File: src/rtl/knap_enumerator.sv
// Exhaustive selection-vector sequencer for the knapsack constraint checker.
// Steps cand through every selection, counting feasible ones and keeping the best.
//
// state  | meaning
// -------+-----------------------------------------------------------
// S_IDLE | waiting for start; results of the last scan held
// S_SCAN | one candidate per cycle, checker verdict sampled each edge
// S_DONE | single-cycle completion pulse, then back to S_IDLE
module knap_enumerator #(
  parameter int N_ITEMS = 6,
  parameter int VAL_W   = 6
) (
  input  logic               clk,
  input  logic               rst,
  input  logic               start,
  input  logic               abort,
  output logic [N_ITEMS-1:0] cand,
  input  logic               chk_valid,
  input  logic [VAL_W-1:0]   chk_value,
  output logic               busy,
  output logic               done,
  output logic               found,
  output logic [N_ITEMS-1:0] best_sel,
  output logic [VAL_W-1:0]   best_value,
  output logic [N_ITEMS:0]   valid_count
);

  typedef enum logic [1:0] {
    S_IDLE = 2'd0,
    S_SCAN = 2'd1,
    S_DONE = 2'd2
  } state_t;

  state_t             r_state;
  logic [N_ITEMS-1:0] r_cand;
  logic               r_busy;
  logic               r_done;
  logic               r_found;
  logic [N_ITEMS-1:0] r_best_sel;
  logic [VAL_W-1:0]   r_best_value;
  logic [N_ITEMS:0]   r_count;

  state_t             w_state_nxt;
  logic [N_ITEMS-1:0] w_cand_nxt;
  logic               w_found_nxt;
  logic [N_ITEMS-1:0] w_best_sel_nxt;
  logic [VAL_W-1:0]   w_best_value_nxt;
  logic [N_ITEMS:0]   w_count_nxt;
  logic               w_take;

  // Strict compare: on a tie the earlier (lower-numbered) selection is kept.
  assign w_take = chk_valid && (!r_found || (chk_value > r_best_value));

  always_comb begin
    w_state_nxt      = r_state;
    w_cand_nxt       = r_cand;
    w_found_nxt      = r_found;
    w_best_sel_nxt   = r_best_sel;
    w_best_value_nxt = r_best_value;
    w_count_nxt      = r_count;
    case (r_state)
      S_IDLE: begin
        if (start) begin
          w_state_nxt      = S_SCAN;
          w_cand_nxt       = '0;
          w_found_nxt      = 1'b0;
          w_best_sel_nxt   = '0;
          w_best_value_nxt = '0;
          w_count_nxt      = '0;
        end
      end
      S_SCAN: begin
        if (abort) begin
          w_state_nxt = S_IDLE;
          w_cand_nxt  = '0;
        end else begin
          if (chk_valid) begin
            w_count_nxt = r_count + (N_ITEMS+1)'(1);
          end
          if (w_take) begin
            w_found_nxt      = 1'b1;
            w_best_sel_nxt   = r_cand;
            w_best_value_nxt = chk_value;
          end
          // All-ones wraps to zero naturally on the increment.
          w_cand_nxt = r_cand + N_ITEMS'(1);
          if (&r_cand) begin
            w_state_nxt = S_DONE;
          end
        end
      end
      S_DONE: begin
        w_state_nxt = S_IDLE;
      end
      default: begin
        w_state_nxt = S_IDLE;
        w_cand_nxt  = '0;
      end
    endcase
  end

  always_ff @(posedge clk or posedge rst) begin
    if (rst) begin
      r_state      <= S_IDLE;
      r_cand       <= '0;
      r_busy       <= 1'b0;
      r_done       <= 1'b0;
      r_found      <= 1'b0;
      r_best_sel   <= '0;
      r_best_value <= '0;
      r_count      <= '0;
    end else begin
      r_state      <= w_state_nxt;
      r_cand       <= w_cand_nxt;
      r_busy       <= (w_state_nxt == S_SCAN);
      r_done       <= (w_state_nxt == S_DONE);
      r_found      <= w_found_nxt;
      r_best_sel   <= w_best_sel_nxt;
      r_best_value <= w_best_value_nxt;
      r_count      <= w_count_nxt;
    end
  end

  assign cand        = r_cand;
  assign busy        = r_busy;
  assign done        = r_done;
  assign found       = r_found;
  assign best_sel    = r_best_sel;
  assign best_value  = r_best_value;
  assign valid_count = r_count;

endmodule

File: config.mk
export PLATFORM = sky130hd
export DESIGN_NAME = knap_enumerator
export DESIGN_NICKNAME = d
export VERILOG_FILES = /design/src/rtl/knap_enumerator.sv
export SDC_FILE = /design/constraint.sdc
export NUM_CORES = 1
export LEC_CHECK = 0
export CAP_MARGIN = 20
export CORE_MARGIN = 1.5
export CORE_UTILIZATION = 48
export DETAILED_ROUTE_END_ITERATION = 12
export PLACE_DENSITY = 0.81
export SKIP_CTS_REPAIR_TIMING = 1
export SYNTH_ARGS = -nofsm -noshare
export SYNTH_HDL_FRONTEND = slang
export SYNTH_SLANG_ARGS = --single-unit
File: constraint.sdc
create_clock -name clk -period 2.1 [get_ports clk]
set_input_delay 0.21 -clock clk [delete_from_list [all_inputs] [get_ports clk]]
set_output_delay 0.21 -clock clk [all_outputs]
set_load 0.005 [all_outputs]
# == Word level (Yosys, flattened, before mapping) ==
# Index checks and enable logic that the tools add are counted.
# Widths: inputs -> output; s select.
# totals
out_inout_bits,28
wordCells,50
ff_bits,30
# op_classes
n_eq_ne,8
n_reduce_logical,9
mux,21
add_sub_neg,2
bitwise_logic,1
magnitude_cmp,1
# op_table
op,n
$mux 6,6
$pmux 6 s2,2
$mux 7,3
$pmux 6 s3,1
$pmux 7 s2,1
$ne 2x2->1 const B,4
$reduce_and 4->1,2
$add 7x1->7 const B,1
$add 6x1->6 const B,1
$gt 6x6->1,1
$mux 2,3
$reduce_and 6->1,1
$eq 2x1->1 const B,2
$eq 2x2->1 const B,2
$pmux 2 s2,1
$mux 1,3
$logic_not 2->1,1
$pmux 1 s2,1
$reduce_and 2->1,1
$reduce_bool 2->1,1
$logic_and 1x1->1,1
$logic_not 1->1,1
$logic_or 1x1->1,1
$not 1->1,1

# == Depth between registers and ports, before layout ==
# Gate-level depths: netlist of the first run.
# depth
ltp_word,6
depth_mapped,8
mapped_depth_nobuf,7

# == Least setup slack after synthesis of the first run ==
# No wires, ideal clock.
# synth_timing
path_kind,register to register
start,"reg r_best_value[1], in the netlist best_value[1]"
end,"reg r_best_sel[0], in the netlist best_sel[0]"
path_slack_ns,0.416
arrival_time_ns,1.605
period_less_slack_ns,1.684
path_buffers,1
path_stages_with_launch,9
cell_sequence,dfrtp_1 inv_1 ha_1 nor2b_1 o21ai_0 o211ai_4 nand3_4 buf_12 mux2i_1
# synth_between
elab_chain_cells,5
# synth_rtl
item,line,source
"start, declared",40,logic [VAL_W-1:0] r_best_value;
"start signal, assigned",119,r_best_value <= w_best_value_nxt;
$gt 6x6->1,52,assign w_take = chk_valid && (!r_found || (chk_value > r_best_value));
$logic_or 1x1->1,52,
$logic_and 1x1->1,52,
$ne 2x2->1 (no line),n/a,
$reduce_and 4->1 (no line),n/a,
"end signal, assigned",118,r_best_sel <= w_best_sel_nxt;
"end, declared",39,logic [N_ITEMS-1:0] r_best_sel;
# Every way passes these cells.
# A chain may end at the register's enable or synchronous reset.

# == Worst setup path in the final report of the first run ==
# layout_timing
start,"reg r_best_value[1], in the netlist best_value[1]"
end,"reg r_best_value[1], in the netlist best_value[1]"
# layout_between
elab_chain_cells,5
# layout_rtl
item,line
$gt 6x6->1,52
$logic_or 1x1->1,52
$logic_and 1x1->1,52
$ne 2x2->1 (no line),n/a
$reduce_and 4->1 (no line),n/a
# Every way passes these cells.

==> results of run 1 <==
cells by family after synthesis:
| family | Yosys count | share of synthesized area, % |
|---|---|---|
| AO/OA/AOI/OAI | 19 | 8.434 |
| XOR/XNOR | 6 | 3.406 |
| adder cells (fa/ha/maj) | 8 | 6.488 |
| buffers and inverters | 18 | 6.001 |
| flip-flops | 30 | 48.66 |
| multiplexers | 12 | 7.786 |
| AND/OR/NAND/NOR | 56 | 19.22 |
flip-flops by register name, indices dropped and copies added (netlist names):
| register | count |
|---|---|
| busy | 1 |
| found | 1 |
| valid_count | 7 |
| r_state | 2 |
| done | 1 |
| best_sel | 6 |
| best_value | 6 |
| cand | 6 |
power breakdown:
part | internal, uW | total (uW) | switching [uW]
clock network | 162 | 367 | 205
registers | 645 | 702 | 56.9
logic | 244 | 446 | 203
cell type report:
| class | instances | area (um2) |
|---|---|---|
| clock buffer | 7 | 55.05 |
| clock inverter | 1 | 5.005 |
| fill | 264 | 1025 |
| inverter | 14 | 52.55 |
| multi-input combinational | 101 | 699.4 |
| sequential | 30 | 750.7 |
| tap | 44 | 55.05 |
| timing repair buffer | 42 | 410.4 |
routing by layer:
| metal | vias up | share of wire, % |
|---|---|---|
| met4 | 0 | 1.5 |
| li1 | 589 | - |
| met3 | 7 | 5.3 |
| met1 | 565 | 45 |
| met5 | - | 0 |
| met2 | 26 | 48 |
stage by stage:
step / worst slack, ns / area [um2] / TNS [ns] / util, %
floorplan: 0.4155 / 1543 / 0 / -
global placement: 0.1044 / 1968 / 0 / 64.47
detailed placement: -0.02429 / 1968 / -0.1570 / 64.47
CTS: 0.2535 / 2028 / 0 / 66.43
global route: 0.1030 / 2028 / 0 / 66.43
finish: 0.2477 / 2028 / 0 / 66.43
worst register-to-register path, delay by kind of cell (launching register included):
| kind | cells | cell delay (ns) |
|---|---|---|
| AOI/OAI and AO/OA | 2 | 0.50 |
| muxes | 1 | 0.22 |
| adders and majority gates | 1 | 0.30 |
| buffers and inverters | 1 | 0.06 |
| and+or+nand+nor | 2 | 0.34 |
| DFF | 1 | 0.36 |
final timing paths:
check                                 end
max in group asynchronous  valid_count[6]
min reg2reg                   best_sel[1]
min in group clk            best_value[0]
min                         best_value[1]
max reg2reg                 best_value[1]
max                         best_value[1]
cell usage after synthesis:
master and instances:
ha_1 8, xor2_1 6, mux2i_1 12, nor2_1 10, o21ai_0 8, nand3_1 4, o21a_1 1, a21o_1 2
clkbuf_1 1, o21ai_2 1, inv_1 14, nand3_4 1, buf_12 1, nand4bb_1 1, nor2b_1 2, a21oi_1 3
o21ai_1 1, buf_6 1, nand3_2 1, buf_2 1, dfrtp_1 30, and4_1 1, nand2_1 24, o211ai_4 1
and3_4 1, and2b_1 1, nand2b_1 2, and3_1 4, nor2b_4 1, o41ai_1 1, a22o_1 1, nand4_1 3
==> reports/qor.yml, run 1 <==
global_routing:
  grt_pass1_wl_mm: 5.244
  grt_antenna_before_repair: 0
  grt_usage_pct: 20.18
  met1_usage_pct: 24.75
  grt_pass1_vias: 1195
  top_usage_layer: "met2"
  grt_overflow_total: 0
  grt_max_degree: 31
  grtUsageMet2_pct: 32.92
  globalRouteMet3Util_pct: 6.926
yosys:
  yosys_register_bits: 30
  ys_warn_count: 0
  synth_top_area_cell: "dfrtp_1"
  yosysSeqAreaShare_pct: 48.66
  synthesis.area_um2: 1543
  syn_nets: 168
  ys_top_cells_by_area: "dfrtp_1 (49%), mux2i_1 (7.8%), ha_1 (6.5%), nand2_1 (5.8%), inv_1 (3.4%)"
  post-synth-top-area-fraction_pct: 48.66
  yosys.cell_types.count: 32
  syn_avg_cell_area_um2: 10.35
  syn_inst: 149
setup_path:
  worstSetupEndpointType: "flop"
  r2r_start: "best_value[1]"
  cp_slowest_stage_delay_ns: 0.36
  critical_path_cell_count: 7
  worstPathMaxFanout: 12
  required_ns: 2.37
  crit_family: "compound AO/OA/AOI/OAI gates"
  path_cells: "inv_1 > ha_1 > nor2b_1 > o21ai_0 > o211ai_4 > nand3_4 > mux2i_1"
  ff2ff_path_depth: 7
  path_buf_inv: 1
  crit_type: "flop to flop"
  cp_slowest_cell: "dfrtp_1"
  cp-startpoint: "best_value[1]"
  r2r_setup_slack_ns: 0.25
  crit_arrival_ns: 2.12
  cp-start-kind: "flop"
route:
  postRouteAntennaNets: 0
  drc: 0
  wire_per_inst_um: 13.08
  viasPerCell: 4.967
  drtPass1Iterations: 4
  vias: 1187
  totalWireLength_mm: 3.125
  drt_iter0_markers: 32
cts:
  clk_pin_slew_ns: 0.10
  cts_buffer_depth: 2
  htreeDepth: 2
  clk_latency_ns: 0.34
  clockRootBuffer: "clkbuf_4"
  cts_tree: "done"
  cts_buffers: 5
  cts.sinks: 30
place:
  io_buffer_count: 38
  place_inst: 231
  hpwl_mm: 2.266
  gp_congestion: 0.7853
power:
  p_leak_uw: 0.0009658
  power_uw: 1515
  power-per-cell-area_nw_per_um2: 747.2
  peakVddDrop_mv: 0.4286
sta:
  timing.fmax_ghz: 0.5399
  hold-worst-slack_ns: 0.2275
  finalCriticalPeriod_ns: 1.852
  relSlewSlack_pct: 71.99
  report.final.hold_viol_count: 0
  finalSetupViolCount: 0
  final-max-slew-violation-count: 0
  min_period_over_period_pct: 88.21
  rsz0062_at_grt: "false"
  worstMarginPinSlew_ns: 0.4158
  finClkSkew_ns: 0.01778
layout:
  final_cell_mix: "clkdlybuf4s50_1 (38), dfrtp_1 (30), nand2_1 (24)"
  final_nets: 213
  fin_cells: 239
  mostFrequentLayoutCell: "clkdlybuf4s50_1"
  area_growth_pct: 31.47
  final_layout_size_suffix_gt1_share_pct: 8.718
  num_antenna_cells: 0
floorplan:
  io_pins: 39
  die_x_um: 59.69
  rows: 20
  die_area_um2: 3563
  initial_core_util_pct: 50.53
  coreArea_um2: 3053
  die_h_um: 59.69
status:
  status: "finished clean"
worst_hold_path:
  min_path_type: "input pin to asynchronous set/reset pin"
flow_run:
  drv_cap: 0
(Power assumes the default switching activity.)
==> run 2: changes to the inputs <==
- ABC_AREA: default -> 1
- CORE_UTILIZATION: 48 -> 49
==> reports/qor.yml, run 2 <==
sta:
  worstMarginPinSlew_ns: 0.3820
  report.final.hold_viol_count: 0
  final-max-slew-violation-count: 0
  layout_setup_ws_ns: 0.3716
  timing.fmax_ghz: 0.5786
  min_period_over_period_pct: 82.30
  rsz0062_at_grt: "false"
  finClkSkew_ns: 0.008987
  finalSetupViolCount: 0
  relSlewSlack_pct: 74.53
  finalCriticalPeriod_ns: 1.728
  hold-worst-slack_ns: 0.2610
  fin_setup_tns_ns: 0
yosys:
  yosys.cell_types.count: 24
  ys_top_cells_by_area: "dfrtp_1 (45%), nand2_1 (12%), inv_1 (7.8%), nand3_1 (6.5%), ha_1 (5.9%)"
  post-synth-top-area-fraction_pct: 44.58
  synth_edf_count: 0
  synth_common_cells: "nand2_1 (55), inv_1 (35), dfrtp_1 (30)"
  yosysMostFrequentCell: "nand2_1"
  yosysSeqAreaShare_pct: 44.58
  syn_nets: 230
  syn_inst: 211
  synthesis.area_um2: 1684
  yosys_register_bits: 30
  async_reset_ff_share_pct: 100.0
  syn_avg_cell_area_um2: 7.982
  synth_top_area_cell: "dfrtp_1"
  ys_warn_count: 0
  synth_ff_type: "dfrtp_1"
layout:
  final_layout_size_suffix_gt1_share_pct: 7.171
  final_nets: 271
  mostFrequentLayoutCell: "nand2_1"
  area_growth_pct: 26.60
  largest_reg_flops: 7
  num_antenna_cells: 0
  stdcell_area_um2: 2132
  final_cell_mix: "nand2_1 (55), clkdlybuf4s50_1 (38), inv_1 (35)"
floorplan:
  die_area_um2: 3798
  rows: 21
  die_x_um: 61.63
  coreArea_um2: 3311
  die_h_um: 61.63
  initial_core_util_pct: 50.87
  io_pins: 39
global_routing:
  grt_pass1_wl_mm: 5.395
  grt_pass1_vias: 1294
  grt_overflow_total: 0
  grt_usage_pct: 19.58
  grt_antenna_before_repair: 0
  grt_max_degree: 31
cts:
  cts_buffers: 5
  htreeDepth: 2
  clk_latency_ns: 0.32
  cts_tree: "done"
  cts_buffer_depth: 2
  clk_pin_slew_ns: 0.09
  cts.sinks: 30
  clockRootBuffer: "clkbuf_4"
route:
  wire_per_inst_um: 11.42
  viasPerCell: 4.936
  totalWireLength_mm: 3.392
  drc: 0
  drt_iter0_markers: 57
  drtPass1Iterations: 4
  vias: 1466
  postRouteAntennaNets: 0
setup_path:
  r2r_start: "best_value[5]"
  worstSetupEndpointType: "flop"
  worstPathMaxFanout: 14
  cp-start-kind: "flop"
  crit_type: "flop to flop"
  required_ns: 2.31
  r2r_setup_slack_ns: 0.37
  crit_arrival_ns: 1.94
  ff2ff_path_depth: 11
  r2r_end: "found"
flow_run:
  drv_cap: 0
power:
  power-per-cell-area_nw_per_um2: 680.4
  p_leak_uw: 0.001081
  peakVddDrop_mv: 0.4041
place:
  hpwl_mm: 2.479
  gp_congestion: 0.7861
  io_buffer_count: 38
  post_dp_cell_area_um2: 2081
  dp_slack_ns: 0.1201
worst_hold_path:
  min_path_type: "input pin to asynchronous set/reset pin"
status:
  status: "finished clean"
-- run 2: cell type report --
| cell class | instances | area, um2 |
|---|---|---|
| clock buffers | 6 | 51.30 |
| inverters | 37 | 138.9 |
| fillers | 295 | 1179 |
| well taps | 46 | 57.56 |
| flip-flops and latches | 30 | 750.7 |
| repair buffers | 39 | 387.9 |
| multi-input cells | 139 | 745.7 |
-- run 2: how the worst max path moves through the flow --
stage | slack (ns) | cells after the start | endpoint | start
final | 0.37 | 11 | found | best_value[5]
after global routing | 0.17 | 11 | best_value[5] | best_value[5]
after CTS | 0.38 | 11 | found | best_value[5]
after detailed placement | 0.12 | 11 | found | chk_value[5]
after global placement | 0.19 | 11 | best_sel[5] | chk_value[5]
after floorplan | 0.58 | 12 | best_value[0] | best_value[5]
-- run 2: per-stage QoR --
step	util [%]	std cells	power (uW)
2_1_floorplan	-	211	959.2
3_3_place_gp	62.85	291	1125
3_5_place_dp	62.85	291	1137
4_1_cts	64.40	297	1465
5_1_grt	64.40	297	1554
6_report	64.40	297	1451
-- run 2: power breakdown --
part	switching, uW	internal (uW)
combinational	223	203
sequential	58.5	638
clock	177	151
-- run 2: cell families after synthesis --
family | share of synthesized area [%]
adders and majority gates | 5.944
buffers and inverters | 11.14
and+or+nand+nor | 32.69
AOI/OAI and AO/OA | 4.606
xor gates and xnor gates | 1.040
DFF | 44.58
-- run 2: routing by layer --
layer / global-route usage (%) / part of all wire, % / up-vias
li1: - / - / 743
met1: 24.90 / 46 / 679
met2: 31.13 / 48 / 40
met3: 3.992 / 5.2 / 4
met4: 10.94 / 1.1 / 0
met5: 0 / 0 / -
-- run 2: critical path, stage by stage (launching register included) --
cell and delay (ns):
dfrtp_1 0.38, inv_1 0.05, ha_1 0.29, nand2_1 0.08
nor2_2 0.12, nand2_1 0.06, nand3_1 0.06, nand2_1 0.06
nand2_2 0.22, nand2_4 0.16, nand2_1 0.09, nand2_1 0.05
==> run 3: changes to the inputs <==
- CORE_UTILIZATION: 49 -> 45
- PLACE_DENSITY: 0.81 -> 0.79
- clock period: 2.1 -> 1.5 ns (I/O delays scaled with it)
==> reports/qor.yml, run 3 (synthesized netlist as in run 2, its figures left out) <==
layout:
  final_layout_size_suffix_gt1_share_pct: 21.69
  area_growth_pct: 46.29
  largest_reg_flops: 7
  n_fill_cell: 306
  stdcell_area_um2: 2464
  num_antenna_cells: 0
  mostFrequentLayoutCell: "nand2_1"
  final_cell_mix: "nand2_1 (50), clkdlybuf4s50_1 (37), inv_1 (32)"
  fin_cells: 320
  final_nets: 291
setup_path:
  crit_family: "simple AND/OR/NAND/NOR gates"
  crit_arrival_ns: 1.76
  r2r_start: "best_value[5]"
  ff2ff_path_depth: 11
  cp-start-kind: "flop"
  required_ns: 1.72
  worstSetupEndpointType: "flop"
  cp_slowest_cell: "dfrtp_1"
  worstPathMaxFanout: 7
  cp_slowest_stage_delay_ns: 0.37
  crit_type: "flop to flop"
  path_cells: "inv_2 > ha_4 > nand2_4 > nor2_4 > nand2_1 > nand3_2 > nand2_2 > nand2_4 > buf_6 > nand3_1 > nand2_1"
  r2r_end: "best_sel[4]"
  path_buf_inv: 2
  r2r_setup_slack_ns: -0.04
sta:
  finalSetupViolCount: 13
  rsz0062_at_grt: "true"
  finalCriticalPeriod_ns: 1.542
  finClkSkew_ns: 0.004617
  timing.fmax_ghz: 0.6483
  worstMarginPinSlew_ns: 0.3838
  layout_setup_ws_ns: -0.04243
  report.final.hold_viol_count: 0
  relSlewSlack_pct: 74.41
  final-max-slew-violation-count: 0
  min_period_over_period_pct: 102.8
worst_hold_path:
  min_path_type: "input pin to asynchronous set/reset pin"
cts:
  cts_tree: "done"
  cts.sinks: 30
  htreeDepth: 2
  cts_buffers: 5
  clockRootBuffer: "clkbuf_8"
  clk_latency_ns: 0.28
  clk_pin_slew_ns: 0.06
  cts_buffer_depth: 2
floorplan:
  initial_core_util_pct: 46.35
  die_area_um2: 4118
  coreArea_um2: 3633
  io_pins: 39
  die_h_um: 64.18
  rows: 22
  die_x_um: 64.18
route:
  viasPerCell: 4.853
  totalWireLength_mm: 3.964
  wire_per_inst_um: 12.39
  drc: 0
  drtPass1Iterations: 6
  postRouteAntennaNets: 0
  vias: 1553
  drt_iter0_markers: 93
place:
  post_dp_cell_area_um2: 2203
  gp_congestion: 0.8426
  hpwl_mm: 2.649
  io_buffer_count: 38
  place_inst: 309
global_routing:
  grt_overflow_total: 0
  grt_antenna_before_repair: 0
  grt_usage_pct: 19.44
  grt_max_degree: 31
  grt_pass1_vias: 1421
  grt_pass1_wl_mm: 6.134
power:
  p_leak_uw: 0.001234
  peakVddDrop_mv: 0.6782
  power-per-cell-area_nw_per_um2: 999.2
status:
  status: "finished, violations left"
  violations: "setup timing"
flow_run:
  drv_cap: 0
[run 3: layout make-up]
class / count / area [um2] / area share (%)
Clock buffer: 7 / 76.32 / 3.098
Inverter: 37 / 138.9 / 5.637
Multi-Input combinational cell: 140 / 897.1 / 36.41
Sequential cell: 30 / 750.7 / 30.47
Tap cell: 48 / 60.06 / 2.438
Timing Repair Buffer: 58 / 540.5 / 21.94
[run 3: worst max path at each step]
stage	slack, ns	start	to	cells past startpoint
final	-0.04	best_value[5]	best_sel[4]	11
after global routing	-0.14	best_value[5]	best_sel[0]	11
after CTS	-0.04	best_value[5]	best_value[3]	11
after detailed placement	-0.28	chk_value[5]	best_value[3]	11
after global placement	-0.23	chk_value[5]	best_value[0]	11
after floorplan	-0.006	best_value[3]	best_value[0]	12
[run 3: metrics by stage]
step	total power (uW)	setup TNS, ns	util [%]	setup WS, ns	hold WS, ns
floorplan	1343	-0.05888	-	-0.006205	0.2408
global placement	1665	-2.960	60.64	-0.2335	0.4616
detailed placement	1684	-3.395	60.64	-0.2786	0.4593
CTS	2294	-0.2473	62.74	-0.03655	0.2774
global route	2621	-1.526	67.80	-0.1407	0.3152
finish	2462	-0.2863	67.80	-0.04243	0.2630
[run 3: report_power, final]
group,internal [uW],total (uW),switching (uW)
sequential,895,974,78.6
combinational,451,885,435
clock,318,603,284
[run 3: layer usage]
layer  vias to the layer above  track usage, %  part of all wire, %  wire, um
li1                        792               -                    -         -
met1                       722           24.74                   46      1809
met2                        33           30.73                   49      1932
met3                         6           5.282                  4.0       157
met4                         0           9.043                  1.6        65
met5                         -               0                    0         0
[run 3: worst reg2reg max path: stages (launching register included)]
cell and delay (ns):
dfrtp_1 0.37, inv_2 0.06, ha_4 0.28, nand2_4 0.06
nor2_4 0.11, nand2_1 0.07, nand3_2 0.06, nand2_2 0.07
nand2_4 0.12, buf_6 0.16, nand3_1 0.07, nand2_1 0.06
